`src/rtl/alu_pkg.sv`:
```
// Shared definitions for the sequential ALU: opcode map, FSM state
// encoding and the opcode classifier used by the control logic.
package alu_pkg;

   // Width of the architected opcode field; wider OPRN ports must carry
   // zeros above this width to decode as a valid operation.
   localparam int OPCODE_W = 6;

   localparam logic [OPCODE_W-1:0] OPRN_ADD  = 6'h01;
   localparam logic [OPCODE_W-1:0] OPRN_SUB  = 6'h02;
   localparam logic [OPCODE_W-1:0] OPRN_MULU = 6'h03;
   localparam logic [OPCODE_W-1:0] OPRN_SRL  = 6'h04;
   localparam logic [OPCODE_W-1:0] OPRN_SLL  = 6'h05;
   localparam logic [OPCODE_W-1:0] OPRN_AND  = 6'h06;
   localparam logic [OPCODE_W-1:0] OPRN_OR   = 6'h07;
   localparam logic [OPCODE_W-1:0] OPRN_NOR  = 6'h08;
   localparam logic [OPCODE_W-1:0] OPRN_SLT  = 6'h09;
   localparam logic [OPCODE_W-1:0] OPRN_SLTU = 6'h0A;
   localparam logic [OPCODE_W-1:0] OPRN_DIVU = 6'h0B;
   localparam logic [OPCODE_W-1:0] OPRN_SRA  = 6'h0C;

   typedef enum logic [1:0] {
      IDLE = 2'd0,
      ITER = 2'd1,
      FIN  = 2'd2
   } alu_state_t;

   // True for opcodes that run on the shared iterative MUL/DIV unit.
   function automatic logic is_multicycle(input logic [OPCODE_W-1:0] oprn);
      logic mc;
      case (oprn)
         OPRN_MULU, OPRN_DIVU: mc = 1'b1;
         default:              mc = 1'b0;
      endcase
      return mc;
   endfunction

endpackage

```
`src/rtl/seq_alu_muldiv.sv`:
```
// Iterative unsigned multiply / restoring divide datapath.
// MUL: shift-add on a {hi,lo} accumulator, lo starts as the multiplier.
// DIV: shift-subtract, lo starts as the dividend and collects quotient bits,
//      hi collects the partial remainder.
// The load cycle already performs the first iteration on the incoming
// operands, so W-1 further step cycles complete the operation.
module seq_alu_muldiv
   import alu_pkg::*;
#(
   parameter int DATA_WIDTH = 32
)(
   input  logic                  CLK,
   input  logic                  RST,
   input  logic                  load,
   input  logic                  step,
   input  logic                  is_div,
   input  logic [DATA_WIDTH-1:0] A,
   input  logic [DATA_WIDTH-1:0] B,
   output logic [DATA_WIDTH-1:0] hi,
   output logic [DATA_WIDTH-1:0] lo
);

   localparam int W = DATA_WIDTH;

   logic [W-1:0] hi_r;
   logic [W-1:0] lo_r;
   logic [W-1:0] opnd_r;      // multiplicand or divisor
   logic         div_r;

   logic [W-1:0] cur_hi_s;
   logic [W-1:0] cur_lo_s;
   logic [W-1:0] cur_opnd_s;
   logic         cur_div_s;

   logic [W:0]   mul_sum_s;
   logic [W:0]   div_shift_s;
   logic         div_ge_s;
   logic [W-1:0] div_rem_s;

   logic [W-1:0] nxt_hi_s;
   logic [W-1:0] nxt_lo_s;

   // Iteration source: fresh operands on load, the accumulator afterwards.
   always_comb begin
      if (load) begin
         cur_hi_s   = {W{1'b0}};
         cur_lo_s   = is_div ? A : B;
         cur_opnd_s = is_div ? B : A;
         cur_div_s  = is_div;
      end else begin
         cur_hi_s   = hi_r;
         cur_lo_s   = lo_r;
         cur_opnd_s = opnd_r;
         cur_div_s  = div_r;
      end
   end

   // One shift-add (MUL) or shift-subtract (DIV) iteration.
   always_comb begin
      mul_sum_s   = {1'b0, cur_hi_s} + (cur_lo_s[0] ? {1'b0, cur_opnd_s} : {(W+1){1'b0}});
      div_shift_s = {cur_hi_s, cur_lo_s[W-1]};
      div_ge_s    = (div_shift_s >= {1'b0, cur_opnd_s});
      // When div_ge_s holds the difference is below the divisor, so it fits W bits.
      div_rem_s   = div_shift_s[W-1:0] - cur_opnd_s;
      if (cur_div_s) begin
         if (div_ge_s) begin
            nxt_hi_s = div_rem_s;
            nxt_lo_s = {cur_lo_s[W-2:0], 1'b1};
         end else begin
            nxt_hi_s = div_shift_s[W-1:0];
            nxt_lo_s = {cur_lo_s[W-2:0], 1'b0};
         end
      end else begin
         nxt_hi_s = mul_sum_s[W:1];
         nxt_lo_s = {mul_sum_s[0], cur_lo_s[W-1:1]};
      end
   end

   // Accumulator and latched operand registers.
   always_ff @(posedge CLK or negedge RST) begin
      if (!RST) begin
         hi_r   <= {W{1'b0}};
         lo_r   <= {W{1'b0}};
         opnd_r <= {W{1'b0}};
         div_r  <= 1'b0;
      end else begin
         if (load || step) begin
            hi_r <= nxt_hi_s;
            lo_r <= nxt_lo_s;
         end
         if (load) begin
            opnd_r <= cur_opnd_s;
            div_r  <= cur_div_s;
         end
      end
   end

   assign hi = hi_r;
   assign lo = lo_r;

endmodule

```
`src/rtl/seq_alu.sv`:
```
// Multi-cycle execute-stage ALU. Logic, add/sub, compare and shift ops
// complete in one cycle; MULU/DIVU run on the iterative unit and return a
// double-width HI/LO result. Operands are taken on START in IDLE and the
// result is announced with a one-cycle DONE pulse.
module seq_alu
   import alu_pkg::*;
#(
   parameter int DATA_WIDTH = 32,
   parameter int OPRN_WIDTH = 6,
   parameter int CNT_WIDTH  = $clog2(DATA_WIDTH) + 1
)(
   input  logic                  CLK,
   input  logic                  RST,
   input  logic                  START,
   input  logic [OPRN_WIDTH-1:0] OPRN,
   input  logic [DATA_WIDTH-1:0] A,
   input  logic [DATA_WIDTH-1:0] B,
   output logic [DATA_WIDTH-1:0] Y,
   output logic [DATA_WIDTH-1:0] HI,
   output logic                  ZERO,
   output logic                  BUSY,
   output logic                  DONE,
   output logic                  ERR
);

   localparam int W = DATA_WIDTH;

   alu_state_t           state_r;
   logic [CNT_WIDTH-1:0] cnt_r;
   logic [W-1:0]         y_r;
   logic [W-1:0]         hi_r;
   logic                 zero_r;
   logic                 busy_r;
   logic                 done_r;
   logic                 err_r;

   logic [OPCODE_W-1:0]  op_s;
   logic                 op_fits_s;
   logic                 b_zero_s;
   logic                 shamt_big_s;
   logic [CNT_WIDTH-2:0] shamt_s;
   logic signed [W-1:0]  a_sgn_s;
   logic signed [W-1:0]  sra_s;
   logic                 slt_s;
   logic                 sltu_s;
   logic                 go_iter_s;
   logic [CNT_WIDTH-1:0] cnt_nxt_s;

   logic [W-1:0]         sc_y_s;
   logic [W-1:0]         sc_hi_s;
   logic                 sc_err_s;

   logic                 md_load_s;
   logic                 md_step_s;
   logic                 md_is_div_s;
   logic [W-1:0]         md_hi_s;
   logic [W-1:0]         md_lo_s;

   // Opcode decode, operand classification and shift/compare helpers.
   always_comb begin
      op_s        = OPCODE_W'(OPRN);
      // Bits of a wider opcode port above the architected field must be zero.
      op_fits_s   = (OPRN_WIDTH'(op_s) == OPRN);
      b_zero_s    = (B == {W{1'b0}});
      // Any shift amount of W or more empties (or sign-fills) the word.
      shamt_big_s = (B > W'(W - 1));
      shamt_s     = B[CNT_WIDTH-2:0];
      a_sgn_s     = A;
      sra_s       = a_sgn_s >>> shamt_s;
      slt_s       = ($signed(A) < $signed(B));
      sltu_s      = (A < B);
      go_iter_s   = op_fits_s && is_multicycle(op_s) && !((op_s == OPRN_DIVU) && b_zero_s);
      cnt_nxt_s   = cnt_r + CNT_WIDTH'(1);
   end

   // Single-cycle result, including the DIVU-by-zero and invalid-opcode paths.
   always_comb begin
      sc_y_s   = {W{1'b0}};
      sc_hi_s  = {W{1'b0}};
      sc_err_s = 1'b0;
      if (!op_fits_s) begin
         sc_err_s = 1'b1;
      end else begin
         case (op_s)
            OPRN_ADD:  sc_y_s = A + B;
            OPRN_SUB:  sc_y_s = A - B;
            OPRN_SRL:  sc_y_s = shamt_big_s ? {W{1'b0}} : (A >> shamt_s);
            OPRN_SLL:  sc_y_s = shamt_big_s ? {W{1'b0}} : (A << shamt_s);
            OPRN_SRA:  sc_y_s = shamt_big_s ? {W{A[W-1]}} : sra_s;
            OPRN_AND:  sc_y_s = A & B;
            OPRN_OR:   sc_y_s = A | B;
            OPRN_NOR:  sc_y_s = ~(A | B);
            OPRN_SLT:  sc_y_s = {{(W-1){1'b0}}, slt_s};
            OPRN_SLTU: sc_y_s = {{(W-1){1'b0}}, sltu_s};
            OPRN_DIVU: begin
               if (b_zero_s) begin
                  sc_y_s   = {W{1'b1}};
                  sc_hi_s  = A;
                  sc_err_s = 1'b1;
               end else begin
                  sc_y_s   = {W{1'b0}};
                  sc_hi_s  = {W{1'b0}};
                  sc_err_s = 1'b0;
               end
            end
            OPRN_MULU: sc_y_s = {W{1'b0}};
            default:   sc_err_s = 1'b1;
         endcase
      end
   end

   // Control strobes for the iterative unit.
   always_comb begin
      md_load_s   = START && (state_r == IDLE) && go_iter_s;
      md_step_s   = (state_r == ITER);
      md_is_div_s = (op_s == OPRN_DIVU);
   end

   seq_alu_muldiv #(
      .DATA_WIDTH (W)
   ) u_muldiv (
      .CLK    (CLK),
      .RST    (RST),
      .load   (md_load_s),
      .step   (md_step_s),
      .is_div (md_is_div_s),
      .A      (A),
      .B      (B),
      .hi     (md_hi_s),
      .lo     (md_lo_s)
   );

   // Sequencing FSM with registered result, status and handshake outputs.
   always_ff @(posedge CLK or negedge RST) begin
      if (!RST) begin
         state_r <= IDLE;
         cnt_r   <= {CNT_WIDTH{1'b0}};
         y_r     <= {W{1'b0}};
         hi_r    <= {W{1'b0}};
         zero_r  <= 1'b1;
         busy_r  <= 1'b0;
         done_r  <= 1'b0;
         err_r   <= 1'b0;
      end else begin
         done_r <= 1'b0;
         case (state_r)
            IDLE: begin
               if (START) begin
                  if (go_iter_s) begin
                     state_r <= ITER;
                     cnt_r   <= {CNT_WIDTH{1'b0}};
                     busy_r  <= 1'b1;
                     err_r   <= 1'b0;
                  end else begin
                     y_r    <= sc_y_s;
                     hi_r   <= sc_hi_s;
                     zero_r <= (sc_y_s == {W{1'b0}});
                     err_r  <= sc_err_s;
                     done_r <= 1'b1;
                  end
               end
            end
            ITER: begin
               // The load edge did iteration 0; leave once W-1 more are counted.
               cnt_r <= cnt_nxt_s;
               if (cnt_nxt_s == CNT_WIDTH'(W - 1)) begin
                  state_r <= FIN;
               end
            end
            FIN: begin
               y_r     <= md_lo_s;
               hi_r    <= md_hi_s;
               zero_r  <= (md_lo_s == {W{1'b0}});
               err_r   <= 1'b0;
               done_r  <= 1'b1;
               busy_r  <= 1'b0;
               state_r <= IDLE;
            end
            default: begin
               state_r <= IDLE;
               busy_r  <= 1'b0;
            end
         endcase
      end
   end

   assign Y    = y_r;
   assign HI   = hi_r;
   assign ZERO = zero_r;
   assign BUSY = busy_r;
   assign DONE = done_r;
   assign ERR  = err_r;

endmodule

```
`config.mk`:
```
export PLATFORM = sky130hd
export DESIGN_NAME = seq_alu
export DESIGN_NICKNAME = d
export VERILOG_FILES = /design/src/rtl/alu_pkg.sv /design/src/rtl/seq_alu_muldiv.sv /design/src/rtl/seq_alu.sv
export SDC_FILE = /design/constraint.sdc
export NUM_CORES = 1
export LEC_CHECK = 0
export CORE_UTILIZATION = 55
export DETAILED_ROUTE_END_ITERATION = 16
export PLACE_DENSITY = 0.78
export REMOVE_ABC_BUFFERS = 1
export SLEW_MARGIN = 20
export SYNTH_ARGS = -nofsm -noshare
export SYNTH_HDL_FRONTEND = slang
export SYNTH_SLANG_ARGS = --single-unit
```
`constraint.sdc`:
```
create_clock -name CLK -period 5.21 [get_ports CLK]
set_input_delay 0.7815 -clock CLK [delete_from_list [all_inputs] [get_ports CLK]]
set_output_delay 0.7815 -clock CLK [all_outputs]
set_load 0.1 [all_outputs]
```
==> results of run 1 <==
## what timing repair did
item | CTS
gates cloned | 3
setup buffers | 52
setup endpoints to repair | 34
hold buffers | 0
gates resized for setup | 102
pin swaps | 29
## cells by family after synthesis
kind of cell / Yosys count
adders and majority gates: 175
DFF: 173
muxes: 117
xor gates and xnor gates: 68
AOI/OAI and AO/OA: 1030
and+or+nand+nor: 1120
buffers and inverters: 360
## through the flow
| stage | TNS (ns) | instance area, sq um | setup WS [ns] |
|---|---|---|---|
| floorplan | -239.55 | 20900 | -3.87 |
| global placement | -24.89 | 27600 | -0.993 |
| detailed placement | -32.91 | 27600 | -1.31 |
| CTS | 0 | 29100 | 0.00189 |
## cell usage after synthesis, drive strengths merged (29+ instances only)
cell,n
nor2,472
a21oi,320
nand2,297
o21ai,208
dfrtp,172
ha,170
clkbuf,163
inv,145
nand3,82
a31oi,63
mux2i,61
a21o,56
nor3,54
buf,49
a211oi,47
o22ai,46
and2,44
xnor2,41
o211ai,39
nor4,31
mux2,29
## layer usage
| layer | GRT overflow | GRT usage (%) |
|---|---|---|
| met5 | 8 | 62.7 |
| met4 | 194 | 89.2 |
| met3 | 45 | 79.7 |
| met2 | 302 | 99.4 |
| met1 | 40 | 89.5 |
==> results.sh, run 1 <==
export IMPL_status="stopped before the end"
export IMPL_stop_stage="global routing"
export IMPL_firstError="[ERROR GRT-0232] Routing congestion too high. Check the congestion heatmap in the GUI."
export IMPL_grt_max_degree=104
export IMPL_yosysUniqueCellTypes=94
export IMPL_muxShareOfSynthArea_pct=7.15
export IMPL_yosysSeqAreaShare_pct=19.9
export IMPL_synth_main_ff_cell="dfrtp_1"
export IMPL_placementRows=72
export IMPL_grt_worst_endpoint="u_muldiv.hi[27]$_DFFE_PN0P_/D"
export IMPL_syn_area_sq_um=21700
export IMPL_die_h_um=201
export IMPL_numCtsBuffers=17
export IMPL_worst_ep_kind="register data pin"
export IMPL_dp_hpwl_um=84500
export IMPL_clock_sinks=173
export IMPL_placed_cells=4095
export IMPL_cts_root_buffer="clkbuf_16"
export IMPL_portBuffers=140
export IMPL_ys_ff_latch=173
export IMPL_synth_top_area_share_pct=19.8
export IMPL_synth_avg_cell_area_sq_um=7.14
export IMPL_synth_simple_gate_area_share_pct=23.2
export IMPL_start_util_pct=55.9
export IMPL_grt_usage_pct=89.4
export IMPL_synth_edf_count=0
export IMPL_synth_xor_area_share_pct=2.74
export IMPL_yosys_area_top_type="dfrtp_1"
export IMPL_die_width_um=201
export IMPL_cts_buffer_depth=2
export IMPL_overflow=589
export IMPL_async_reset_ff_share_pct=100
export IMPL_io_pins=141
export IMPL_htree_levels=4
export IMPL_synth_compound_area_share_pct=30.2
export IMPL_yosys_warnings=0
export IMPL_synthCells=3043
export IMPL_synth_top_family_by_area="compound AO/OA/AOI/OAI gates"
export IMPL_synth_adder_area_share_pct=10.2
export IMPL_synthTopCellsByArea="dfrtp_1 (20%), ha_1 (9.8%), nor2_1 (8.1%)"
export IMPL_gp_congestion=1.12
==> run 2, diff against run 1 <==
--- a/config.mk
+++ b/config.mk
@@ -5,9 +5,9 @@
 export SDC_FILE = /design/constraint.sdc
 export NUM_CORES = 1
 export LEC_CHECK = 0
-export CORE_UTILIZATION = 55
+export CORE_UTILIZATION = 40
 export DETAILED_ROUTE_END_ITERATION = 16
-export PLACE_DENSITY = 0.78
+export PLACE_DENSITY_LB_ADDON = 0.15
 export REMOVE_ABC_BUFFERS = 1
 export SLEW_MARGIN = 20
 export SYNTH_ARGS = -nofsm -noshare
==> constraint.sdc (replaced) <==
create_clock -name CLK -period 6.8 [get_ports CLK]
set_input_delay 1.02 -clock CLK [delete_from_list [all_inputs] [get_ports CLK]]
set_output_delay 1.02 -clock CLK [all_outputs]
set_load 0.1 [all_outputs]
==> run 2 against run 1 <==
Compared with the run above:
- synthesized cell count is the same
- the run now ends clean
- synthesized area is the same
==> results.sh, run 2 <==
export IMPL_dr_pass1_iters=6
export IMPL_highest_layer="met4"
export IMPL_clk_pin_slew_ns=0.07
export IMPL_synth_commonest_cells="nor2_1 (471), a21oi_1 (320), nand2_1 (297)"
export IMPL_io_pins=141
export IMPL_drive_gt1_share_pct=12.1
export IMPL_cts_root_buffer="clkbuf_16"
export IMPL_reg2reg_to="u_muldiv.hi[29]$_DFFE_PN0P_"
export IMPL_nets=3488
export IMPL_relSlewSlack_pct=19.0
export IMPL_worstPathMaxFanout=37
export IMPL_yosysSeqAreaShare_pct=19.9
export IMPL_swShare_pct=46.2
export IMPL_area_delta_synth_final_pct=18.7
export IMPL_portBuffers=140
export IMPL_htree_levels=4
export IMPL_wl_met1_um=45700
export IMPL_avgViaCountPerCell=6.46
export IMPL_ys_ff_latch=173
export IMPL_yosys_warnings=0
export IMPL_fin_crit_ns=6.37
export IMPL_cp_startpoint="B[28]"
export IMPL_max_freq_ghz=0.157
export IMPL_synth_avg_cell_area_sq_um=7.14
export IMPL_ff2ff_setup_slack_ns=1.59
export IMPL_cp_slowest_stage_delay_ns=0.48
export IMPL_gp_congestion=1.09
export IMPL_antenna_found_initial=1
export IMPL_synth_top_area_share_pct=19.8
export IMPL_async_reset_ff_share_pct=100
export IMPL_synth_main_ff_cell="dfrtp_1"
export IMPL_grt_pass1_wl_um=164000
export IMPL_powerDensity_nw_per_um2=191
export IMPL_synthCells=3043
export IMPL_setup_violations=0
export IMPL_drt_wirelength_per_cell_um=28.3
export IMPL_placementRows=85
export IMPL_start_util_pct=40.4
export IMPL_numCtsBuffers=17
export IMPL_finalMaxSlewViolations=0
export IMPL_combinationalPowerShare_pct=54.2
export IMPL_postCtsSetupBuffers=0
export IMPL_finalHoldViolations=0
export IMPL_critPathSlowestCell="clkdlybuf4s50_1"
export IMPL_hp_start="u_muldiv.opnd_r[0]$_DFFE_PN0P_"
export IMPL_worstMarginPinSlew_ns=1.20
export IMPL_finalSetupTns_ns=0
export IMPL_min_period_over_period_pct=93.7
export IMPL_layout_commonest_cell="nor2_1"
export IMPL_hp_class="reg2reg"
export IMPL_critPathRequiredTime_ns=7.11
export IMPL_wl_met3_um=9660
export IMPL_status="finished, final reports clean"
export IMPL_setup_slack_ns=0.426
export IMPL_drv_cap=0
export IMPL_syn_area_sq_um=21700
export IMPL_yosysMostFrequentCell="nor2_1"
export IMPL_final_cell_mix="nor2_1 (469), a21oi_1 (318), nand2_1 (295)"
export IMPL_hold_ws_ns=0.476
export IMPL_clock_sinks=173
export IMPL_p_total_mw=4.91
export IMPL_r2r_cells=21
export IMPL_grt_max_degree=101
export IMPL_seq_power_share_pct=24.8
export IMPL_vias=25500
export IMPL_arrival_ns=6.68
export IMPL_fin_area_sq_um=25800
export IMPL_leakage_nw=11.8
export IMPL_vdd_ir_drop_max_uv=160
export IMPL_cts_tree="built"
export IMPL_overflow=0
export IMPL_cp_end_kind="flop"
export IMPL_r2r_start="state_r[0]$_DFFE_PN0P_"
export IMPL_yosys_area_top_type="dfrtp_1"
export IMPL_holdPathStages=2
export IMPL_die_width_um=235
export IMPL_clock_latency_ns=0.46
export IMPL_die_h_um=235
export IMPL_yosysUniqueCellTypes=94
export IMPL_p_int_mw=2.64
export IMPL_synth_edf_count=0
export IMPL_drt_total_wl_um=112000
export IMPL_start_kind="input port"
export IMPL_dieArea_sq_um=55200
export IMPL_postRouteAntennaNets=0
export IMPL_synthTopCellsByArea="dfrtp_1 (20%), ha_1 (9.8%), nor2_1 (8.1%)"
export IMPL_dp_hpwl_um=88000
export IMPL_critPathKind="in2reg"
export IMPL_switchingPower_mw=2.27
export IMPL_pre_cts_slack_ns=-0.131
export IMPL_clock_skew_ns=0.0153
export IMPL_first_iter_violations=2971
export IMPL_clockPowerShare_pct=21.1
export IMPL_dpl_cell_area_sq_um=25200
export IMPL_wl_met2_um=49700
export IMPL_grt_usage_pct=39.7
export IMPL_min_to="u_muldiv.opnd_r[0]$_DFFE_PN0P_"
export IMPL_rsz0062_at_grt="false"
export IMPL_coreArea_sq_um=53700
export IMPL_cts_buffer_depth=2
export IMPL_grt_pass1_vias=24400
export IMPL_drc=0
export IMPL_crit_top_cell="a21o_1"
[run 2: cell counts after synthesis]
Identical to the previous run, type by type.
[run 2: worst max path at each step]
stage,end,slack [ns],cells after the start
after floorplan,u_muldiv.hi[15]$_DFFE_PN0P_,-2.52,18
after global placement,u_muldiv.hi[30]$_DFFE_PN0P_,0.07,24
after detailed placement,u_muldiv.hi[30]$_DFFE_PN0P_,-0.13,24
after CTS,u_muldiv.hi[30]$_DFFE_PN0P_,0.33,24
after global routing,u_muldiv.hi[30]$_DFFE_PN0P_,0.004,26
final,u_muldiv.hi[4]$_DFFE_PN0P_,0.43,25
[run 2: worst max-delay path, delay by kind of cell]
family                   cells  cell delay (ns)
buffers and inverters        5             1.67
AO/OA/AOI/OAI               11             1.93
AND/OR/NAND/NOR              8             1.74
adder cells (fa/ha/maj)      1             0.29
[run 2: final cells by class]
cell class / instances / area [sq um]
fillers: 5475 / 27900
multi-input cells: 2510 / 16100
flip-flops and latches: 173 / 4330
repair buffers: 391 / 3320
well taps: 696 / 871
inverters: 148 / 556
clock buffers: 21 / 460
clock inverters: 11 / 136
diodes: 1 / 2.50
[run 2: kinds of logic after synthesis]
| logic type | synth area share (%) |
|---|---|
| AOI/OAI and AO/OA | 30.2 |
| xor gates and xnor gates | 2.74 |
| adders and majority gates | 10.2 |
| buffers and inverters | 6.48 |
| DFF | 19.9 |
| muxes | 7.15 |
| and+or+nand+nor | 23.2 |
[run 2: power groups by stage]
| stage | sequential (mW) | clock [mW] | combinational (mW) |
|---|---|---|---|
| floorplan | 1.46 | 0 | 1.31 |
| global placement | 1.23 | 0 | 2.59 |
| detailed placement | 1.23 | 0 | 2.60 |
| CTS | 1.21 | 1.05 | 2.61 |
| global route | 1.22 | 1.09 | 2.83 |
| finish | 1.22 | 1.04 | 2.66 |
[run 2: stage by stage]
stage | util [%] | instances
4_1_cts | 48.0 | 3950
3_3_place_gp | 46.8 | 3918
2_1_floorplan | - | 2831
6_report | 48.0 | 3951
5_1_grt | 48.0 | 3950
3_5_place_dp | 46.8 | 3918
[run 2: repair_timing]
item | CTS | global route
hold buffers | 0 | 0
endpoints found under the setup margin | 0 | 5
resized for setup | 0 | 3
[run 2: routing by layer]
layer  track usage [%]  vias up
met1              52.0    12400
met3              5.94      269
met4              21.4        0
met5                 0        -
li1                  -    11500
met2              63.0     1413
(Power assumes the default switching activity.)
==> run 3, diff against run 2 <==
==> constraint.sdc (replaced) <==
create_clock -name CLK -period 6.59 [get_ports CLK]
set_input_delay 0.9885 -clock CLK [delete_from_list [all_inputs] [get_ports CLK]]
set_output_delay 0.9885 -clock CLK [all_outputs]
set_load 0.1 [all_outputs]
==> run 3 against run 2 <==
Compared with the run above:
- die area stayed put
- largest power group unchanged
- largest cell class unchanged
- count of clock-buffer cells in the layout rose by 4
- global-route usage up 0.43 points
- cell count is 1.5% higher
- first-iteration DRC count up 0.57%
- setup slack got worse by 0.11 ns
- hold slack better by 0.026 ns
- non-clock buffer count rose by 62
- sequential share of layout area down 0.33 points
==> results.sh, run 3 (synthesis results as in run 2) <==
export IMPL_cts_buffer_depth=2
export IMPL_grt_max_degree=90
export IMPL_postRouteAntennaNets=0
export IMPL_start_util_pct=40.4
export IMPL_clock_skew_ns=0.00539
export IMPL_die_width_um=235
export IMPL_portBuffers=140
export IMPL_dpl_cell_area_sq_um=25600
export IMPL_cts_root_buffer="clkbuf_16"
export IMPL_dieArea_sq_um=55200
export IMPL_area_delta_synth_final_pct=21.1
export IMPL_nFillCells=5445
export IMPL_hp_class="in2async"
export IMPL_dr_pass1_iters=9
export IMPL_drive_gt1_share_pct=13.8
export IMPL_max_freq_ghz=0.159
export IMPL_numCtsBuffers=17
export IMPL_ctsHoldBuffers=0
export IMPL_fin_area_sq_um=26300
export IMPL_arrival_ns=6.59
export IMPL_grt_pass1_vias=24600
export IMPL_rsz0062_at_grt="false"
export IMPL_placed_cells=3980
export IMPL_n_antenna_cell=0
export IMPL_hold_ws_ns=0.503
export IMPL_gp_congestion=1.11
export IMPL_leakage_nw=12.2
export IMPL_relSlewSlack_pct=15.6
export IMPL_ff2ff_setup_slack_ns=1.36
export IMPL_layout_commonest_cell="nor2_1"
export IMPL_drv_cap=0
export IMPL_drc=0
export IMPL_first_iter_violations=2988
export IMPL_cp_end_kind="flop"
export IMPL_vdd_ir_drop_max_uv=304
export IMPL_antenna_found_initial=3
export IMPL_die_h_um=235
export IMPL_worstMarginPinSlew_ns=1.25
export IMPL_drt_wirelength_per_cell_um=28.3
export IMPL_grt_pass1_wl_um=166000
export IMPL_powerDensity_nw_per_um2=198
export IMPL_cts_tree="built"
export IMPL_reg2reg_to="u_muldiv.hi[31]$_DFFE_PN0P_"
export IMPL_r2r_cells=21
export IMPL_fin_crit_ns=6.27
export IMPL_placementRows=85
export IMPL_status="finished, final reports clean"
export IMPL_vias=25800
export IMPL_clock_sinks=173
export IMPL_finalHoldViolations=0
export IMPL_critPathRequiredTime_ns=6.91
export IMPL_grt_usage_pct=40.2
export IMPL_stdcell_count=4012
export IMPL_io_pins=141
export IMPL_min_period_over_period_pct=95.2
export IMPL_critPathKind="in2reg"
export IMPL_overflow=0
export IMPL_setup_violations=0
export IMPL_htree_levels=4
export IMPL_nets=3550
export IMPL_postCtsSetupBuffers=0
export IMPL_finalMaxSlewViolations=0
export IMPL_avgViaCountPerCell=6.44
export IMPL_r2r_start="state_r[0]$_DFFE_PN0P_"
export IMPL_start_kind="input port"
export IMPL_final_cell_mix="nor2_1 (469), a21oi_1 (317), buf_4 (310)"
export IMPL_clock_latency_ns=0.46
export IMPL_drt_total_wl_um=113000
export IMPL_dp_hpwl_um=89400
export IMPL_clk_pin_slew_ns=0.07
export IMPL_coreArea_sq_um=53700
export IMPL_worstPathMaxFanout=34
-- run 3: worst max-delay path, cell delays in order --
cell       delay, ns
buf_2           0.11
nor3_1          0.75
and3_1          0.37
nand3_1         0.14
and2_1          0.22
nand3b_1        0.11
or2_2           0.20
buf_4           0.34
a21oi_1         0.16
buf_4           0.16
ha_1            0.32
nand2_1         0.11
nor4_1          0.46
a221o_1         0.28
o2111ai_1       0.14
buf_4           0.17
a211oi_1        0.55
a21oi_4         0.14
buf_12          0.20
buf_4           0.17
a211o_1         0.28
o21ai_0         0.07
a21oi_1         0.09
-- run 3: where the power goes --
group	total, mW	internal (mW)	switching (mW)	leakage [nW]
clock	1.14	0.662	0.477	0.314
sequential	1.25	1.16	0.0939	2.30
combinational	2.82	1.04	1.79	9.55
-- run 3: layout make-up --
cell class / count / area, sq um / share of cell area [%]
multi-input cells: 2510 / 16100 / 61.3
flip-flops and latches: 173 / 4330 / 16.5
repair buffers: 453 / 3780 / 14.4
well taps: 696 / 871 / 3.31
inverters: 148 / 556 / 2.11
clock buffers: 25 / 515 / 1.96
clock inverters: 7 / 125 / 0.476
-- run 3: worst max-delay path by stage --
| stage | from | end | cells past startpoint |
|---|---|---|---|
| 2_1_floorplan | OPRN[2] | u_muldiv.hi[15]$_DFFE_PN0P_ | 18 |
| 3_3_place_gp | OPRN[2] | u_muldiv.hi[30]$_DFFE_PN0P_ | 24 |
| 3_5_place_dp | OPRN[2] | u_muldiv.hi[30]$_DFFE_PN0P_ | 24 |
| 4_1_cts | OPRN[2] | u_muldiv.hi[30]$_DFFE_PN0P_ | 24 |
| 5_1_grt | B[21] | u_muldiv.hi[31]$_DFFE_PN0P_ | 23 |
| 6_report | B[1] | u_muldiv.hi[7]$_DFFE_PN0P_ | 23 |
-- run 3: through the flow --
step	TNS (ns)	utilization (%)	worst slack (ns)	power, mW
after floorplan	-106.38	-	-2.70	2.85
after global placement	-2.52	47.7	-0.419	3.99
after detailed placement	-3.06	47.7	-0.465	4.01
after CTS	0	48.9	0.149	5.16
after global routing	0	49.0	0.000347	5.45
final	0	49.0	0.316	5.21
-- run 3: layer usage --
metal	vias to the layer above	track usage [%]	part of all wire, %
met5	-	0	0.024
met4	4	23.5	6.4
met3	282	7.21	8.8
met2	1499	61.7	44
met1	12500	52.8	41
li1	11600	-	-
-- run 3: timing repair --
action	CTS	global route
setup endpoints to repair	1	9
pin swaps	0	1
resized for setup	1	5
hold endpoints to repair	0	0
